==> config.mk <==
export PLATFORM = sky130hd
export DESIGN_NAME = ethernet_icmp_request_receiver
export DESIGN_NICKNAME = d
export VERILOG_FILES = /design/src/rtl/ethernet_icmp_request_receiver.sv
export SDC_FILE = /design/constraint.sdc
export NUM_CORES = 2
export LEC_CHECK = 0
export CAP_MARGIN = 15
export CORE_MARGIN = 2
export CORE_UTILIZATION = 50
export CTS_CLUSTER_DIAMETER = 100
export CTS_CLUSTER_SIZE = 10
export DETAILED_ROUTE_END_ITERATION = 8
export PLACE_DENSITY = 0.77
export SYNTH_ARGS = -nofsm -noshare
export SYNTH_HDL_FRONTEND = slang
export SYNTH_SLANG_ARGS = --single-unit
==> constraint.sdc <==
create_clock -name i_clk -period 60.3 [get_ports i_clk]
set_clock_uncertainty 0.1 [all_clocks]
set_input_delay 6.03 -clock i_clk [delete_from_list [all_inputs] [get_ports i_clk]]
set_output_delay 6.03 -clock i_clk [all_outputs]
set_load 0.01 [all_outputs]
==> src/rtl/ethernet_icmp_request_receiver.sv <==
// ethernet_icmp_request_receiver: deserializes an ICMP echo request frame into header/payload vectors.
// Define ICMP_RX_IP_CSUM_CHECK_EN to also reject frames whose IPv4 header checksum is wrong.
module ethernet_icmp_request_receiver #(
    parameter int              HEAD_BYTES         = 42,
    parameter int              PAYLOAD_MAX        = 63,
    parameter logic [15:0]     ETHERTYPE_IPV4     = 16'h0800,
    parameter logic [7:0]      IP_PROTO_ICMP      = 8'h01,
    parameter logic [7:0]      ICMP_TYPE_ECHO_REQ = 8'h08
) (
    input  logic         i_clk,
    input  logic         i_reset,
    input  logic [7:0]   i_word,
    input  logic         i_valid,
    output logic [399:0] o_icmp_request_head,
    output logic [503:0] o_icmp_request_payload,
    output logic [5:0]   o_icmp_request_payload_size,
    output logic         o_icmp_request_ready,
    output logic         o_drop
);
    localparam logic [2:0] S_IDLE    = 3'd0;
    localparam logic [2:0] S_HEAD    = 3'd1;
    localparam logic [2:0] S_PAYLOAD = 3'd2;
    localparam logic [2:0] S_DROP    = 3'd3;
    localparam logic [2:0] S_DONE    = 3'd4;
    localparam logic [5:0] HEAD_LAST = 6'(HEAD_BYTES - 1);
    localparam logic [5:0] PAY_MAX   = 6'(PAYLOAD_MAX);

    logic [2:0]   r_state;
    logic [5:0]   r_head_cnt;
    logic [5:0]   r_pay_cnt;
    logic [399:0] r_head_cap;
    logic [503:0] r_pay_cap;
    logic         r_bad;
    logic         r_rej;
    logic         w_start;
    logic         w_byte_bad;
    logic         w_csum_ok;
    logic         w_accept;

    assign w_start = i_valid && (r_state == S_IDLE || r_state == S_DONE);
    // Field checks run as the bytes stream past, so the vectors are never re-read.
    assign w_byte_bad = (r_head_cnt == 6'd12 && i_word != ETHERTYPE_IPV4[15:8]) ||
                        (r_head_cnt == 6'd13 && i_word != ETHERTYPE_IPV4[7:0]) ||
                        (r_head_cnt == 6'd23 && i_word != IP_PROTO_ICMP) ||
                        (r_head_cnt == 6'd34 && i_word != ICMP_TYPE_ECHO_REQ);
    assign w_accept = !r_bad && !r_rej && w_csum_ok;

`ifdef ICMP_RX_IP_CSUM_CHECK_EN
    logic [16:0] r_csum;
    logic [16:0] w_csum_add;
    logic [16:0] w_csum_sum;
    logic [15:0] w_csum_fold;
    assign w_csum_add  = r_head_cnt[0] ? {9'd0, i_word} : {1'b0, i_word, 8'd0};
    assign w_csum_sum  = {1'b0, r_csum[15:0]} + {16'd0, r_csum[16]} + w_csum_add;
    assign w_csum_fold = r_csum[15:0] + {15'd0, r_csum[16]};
    assign w_csum_ok   = w_csum_fold == 16'hFFFF;
    always_ff @(posedge i_clk or posedge i_reset) begin
        if (i_reset)
            r_csum <= '0;
        else if (w_start)
            r_csum <= '0;
        else if (r_state == S_HEAD && i_valid && r_head_cnt >= 6'd14 && r_head_cnt <= 6'd33)
            r_csum <= w_csum_sum;
    end
`else
    assign w_csum_ok = 1'b1;
`endif

    always_ff @(posedge i_clk or posedge i_reset) begin
        if (i_reset) begin
            r_state                     <= S_IDLE;
            r_head_cnt                  <= '0;
            r_pay_cnt                   <= '0;
            r_head_cap                  <= '0;
            r_pay_cap                   <= '0;
            r_bad                       <= 1'b0;
            r_rej                       <= 1'b0;
            o_icmp_request_head         <= '0;
            o_icmp_request_payload      <= '0;
            o_icmp_request_payload_size <= '0;
            o_icmp_request_ready        <= 1'b0;
            o_drop                      <= 1'b0;
        end else begin
            o_icmp_request_ready <= 1'b0;
            o_drop               <= 1'b0;
            if (r_state == S_DONE) begin
                o_icmp_request_ready <= w_accept;
                o_drop               <= !w_accept;
                if (w_accept) begin
                    o_icmp_request_head         <= r_head_cap;
                    o_icmp_request_payload      <= r_pay_cap;
                    o_icmp_request_payload_size <= r_pay_cnt;
                end
            end
            if (w_start) begin
                r_state    <= S_HEAD;
                r_head_cnt <= 6'd1;
                r_pay_cnt  <= '0;
                r_head_cap <= {i_word, 392'd0};
                r_pay_cap  <= '0;
                r_bad      <= 1'b0;
                r_rej      <= 1'b0;
            end else begin
                case (r_state)
                    S_HEAD: begin
                        if (i_valid) begin
                            r_head_cap[399 - 8*int'(r_head_cnt) -: 8] <= i_word;
                            r_head_cnt <= r_head_cnt + 6'd1;
                            r_bad      <= r_bad | w_byte_bad;
                            if (r_head_cnt == HEAD_LAST)
                                r_state <= S_PAYLOAD;
                        end else begin
                            r_rej   <= 1'b1;
                            r_state <= S_DONE;
                        end
                    end
                    S_PAYLOAD: begin
                        if (!i_valid)
                            r_state <= S_DONE;
                        else if (r_pay_cnt == PAY_MAX) begin
                            r_rej   <= 1'b1;
                            r_state <= S_DROP;
                        end else begin
                            r_pay_cap[503 - 8*int'(r_pay_cnt) -: 8] <= i_word;
                            r_pay_cnt <= r_pay_cnt + 6'd1;
                        end
                    end
                    S_DROP:  r_state <= i_valid ? S_DROP : S_DONE;
                    default: r_state <= S_IDLE;
                endcase
            end
        end
    end
endmodule

==> results_dict.tcl <==
set metrics [dict create \
    postCtsSetupBuffers 0 \
    worstSetupPathType "in -> reg" \
    synth_flop_cell "dfrtp_1" \
    reg2reg_depth 5 \
    clk_pin_slew_ps 50 \
    slew_headroom_pct 14.7 \
    place.port_buffers 922 \
    multi_input_area_um2 24200 \
    crit_top_cell "buf_4" \
    htreeDepth 4 \
    setup_viol 0 \
    die-width_um 384 \
    cts_root_buf "clkbuf_16" \
    hp-start "r_head_cap[147]$_DFFE_PP0P_" \
    yosysWarningCount 0 \
    hold_path_depth 2 \
    cts_tree "done" \
    drv_slew 0 \
    syn_nets 7562 \
    worstSetupEndpointType "flop" \
    core-area_um2 143000 \
    die_y_um 384 \
    nFillCells 11500 \
    area_growth_pct 21.8 \
    synthArstFlopShare_pct 100 \
    finalHoldViolCount 0 \
    ant_nets 0 \
    cp.required_ps 60890 \
    drc 0 \
    fmax_mhz 100 \
    p_per_area_nw_per_um2 32.9 \
    netlist.area_leader.share_pct 63.6 \
    place.gp.congestion 0.881 \
    synthCells 7544 \
    slowest_stage "or3b_4" \
    leakage_nw 42.8 \
    cts_max_path_buffers 3 \
    seqCellArea_um2 45900 \
    maxCapViolCount 0 \
    synth.ff_latch_count 1833 \
    drtPass1Iterations 6 \
    die_area_um2 147000 \
    worst_pin_slew_ps 1270 \
    vias_per_cell 5.84 \
    synth_top_area_cell "dfrtp_1" \
    fin_setup_tns_ps 0 \
    grt_max_degree 220 \
    vdd_drop_max_v 0.0000242 \
    nets 8266 \
    ys_top_cells_by_count "nand2_1, dfrtp_1, o21ai_0" \
    start_kind "primary input" \
    hold_class "reg -> reg" \
    timing.reg2reg.setup_slack_ps 55830 \
    yosysUniqueCellTypes 85 \
    drt-total-wl_um 244000 \
    grt_pass1_wl_um 362000 \
    finalCritPeriodShare_pct 16.6 \
    p_total_mw 2.89 \
    hold_ws_ps 335 \
    r2r-start "r_state[1]$_DFFE_PP0P_" \
    crit_arrival_ps 10570 \
    grt-ovfl-total 0 \
    ctsResizeCount 0 \
    wl_per_cell_um 24.0 \
    detail_route.iter0.violations 6867 \
    syn-cell-area_um2 72100 \
    r2r_end "r_pay_cap[150]$_DFFE_PP0P_" \
    clk_latency_ps 830 \
    crit_chain "clkdlybuf4s50_1 -> or3b_4 -> buf_4 -> buf_4 -> nand2_2 -> o21ai_0" \
    critPathMaxFanout 79 \
    rows 139 \
    ys_seq_area_share_pct 63.6 \
    grt_pass1_vias 58100 \
    grtUsageTotal_pct 32.6 \
    post-route-util_pct 61.3 \
    yosysMostFrequentCell "nand2_1" \
    min_to "o_icmp_request_head[147]$_DFFE_PP0P_" \
    cts.sinks 1833 \
    dp.final_hpwl_um 158000 \
    status "completed" \
    holdBufCountCts 0 \
    io_pins 923 \
    vias 59400 \
    timing.final.crit_period_ps 9980 \
    syn_avg_cell_area_um2 9.56 \
    yosys-top-cells-area "dfrtp_1, nand2_1, o21ai_0" \
    antenna_found_initial 9 \
    crit_path_max_incr_delay_ps 910 \
    synth-edff-count 0 \
    layout-drive-gt1-share_pct 5.29 \
    rsz0062_at_grt "false" \
    start_util_pct 50.3 \
    numCtsBuffers 201 \
]
==> kinds of logic (layout without fill, tap and decap cells) <==
family,count (synthesis),after routing,share of synthesized area [%]
other,0,5,0
AND/OR/NAND/NOR,4086,4086,22.5
flip-flops,1833,1833,63.6
XOR/XNOR,15,15,0.203
multiplexers,99,99,1.39
AO/OA/AOI/OAI,968,968,9.07
buffers and inverters,536,1254,3.09
adder cells (fa/ha/maj),7,7,0.121
==> critical path, delay by kind of cell <==
kind / cells / cell delay [ps]
AO/OA/AOI/OAI: 1 / 430
AND/OR/NAND/NOR: 2 / 1690
buffers and inverters: 3 / 2240
==> state kept, by name, indices dropped and copies added (netlist names) <==
register and count:
r_rej 1, r_pay_cnt 6, o_drop 1, o_icmp_request_head 400, r_head_cnt 6, r_head_cap 400
o_icmp_request_ready 1, o_icmp_request_payload 504, r_state 3, r_bad 1, o_icmp_request_payload_size 6, r_pay_cap 504
==> through the flow <==
stage / cells / cell area, um^2 / setup slack, ps
global route: 10200 / 87800 / 49730
CTS: 10200 / 87800 / 50260
finish: 10200 / 87900 / 50320
floorplan: 7544 / 72100 / 2420
global placement: 9940 / 82500 / 49470
detailed placement: 9940 / 82500 / 49380
==> cell type report <==
class                   count  area share (%)
repair buffers           1024            11.5
clock buffers             204            5.79
multi-input cells        5175            27.5
clock inverters            13           0.226
flip-flops and latches   1833            52.2
diodes                      5          0.0142
inverters                  13          0.0726
well taps                1903            2.71
==> worst max-delay path by stage <==
stage | from | to | slack [ps] | cells past startpoint
2_1_floorplan | i_reset | o_drop$_DFF_PP0_ | 2420 | 1
3_3_place_gp | i_reset | r_pay_cap[430]$_DFFE_PP0P_ | 49470 | 6
3_5_place_dp | i_reset | o_icmp_request_payload[460]$_DFFE_PP0P_ | 49380 | 6
4_1_cts | i_reset | o_icmp_request_payload[190]$_DFFE_PP0P_ | 50260 | 6
5_1_grt | i_reset | o_icmp_request_payload[190]$_DFFE_PP0P_ | 49730 | 6
6_report | i_valid | r_pay_cap[150]$_DFFE_PP0P_ | 50320 | 6
==> power by group <==
part / leakage, nW / switching, mW / internal, mW / total, mW
Clock: 2.59 / 0.471 / 0.591 / 1.06
Combinational: 14.7 / 0.386 / 0.108 / 0.495
Sequential: 25.5 / 0.0483 / 1.28 / 1.33
==> layer usage <==
| metal | vias to the layer above | track usage, % | part of all wire (%) |
|---|---|---|---|
| met2 | 3340 | 49.1 | 45 |
| met4 | 6 | 18.8 | 6.2 |
| li1 | 25800 | - | - |
| met3 | 639 | 8.96 | 11 |
| met1 | 29700 | 42.5 | 38 |
| met5 | - | 0 | 0.019 |
==> layout by cell type (no fill, tap or decap), drive strengths merged, types with 9 or more instances in the layout <==
cell,netlist,layout
and2,31,31
nor3,33,33
o211ai,36,36
nand3,385,385
clkbuf,370,206
dfrtp,1833,1833
mux2i,92,92
a211oi,37,37
o2bb2ai,146,146
a21o,10,10
xnor2,10,10
o21ai,547,547
nor2,84,84
and3,9,9
nand2,3495,3495
a21oi,16,16
o22ai,44,44
inv,12,18
buf,153,108
a22o,36,36
a211o,12,12
a32o,32,32
nand4,11,11
clkdlybuf4s50,0,914
No activity file was read; power rests on OpenSTA's default activity.
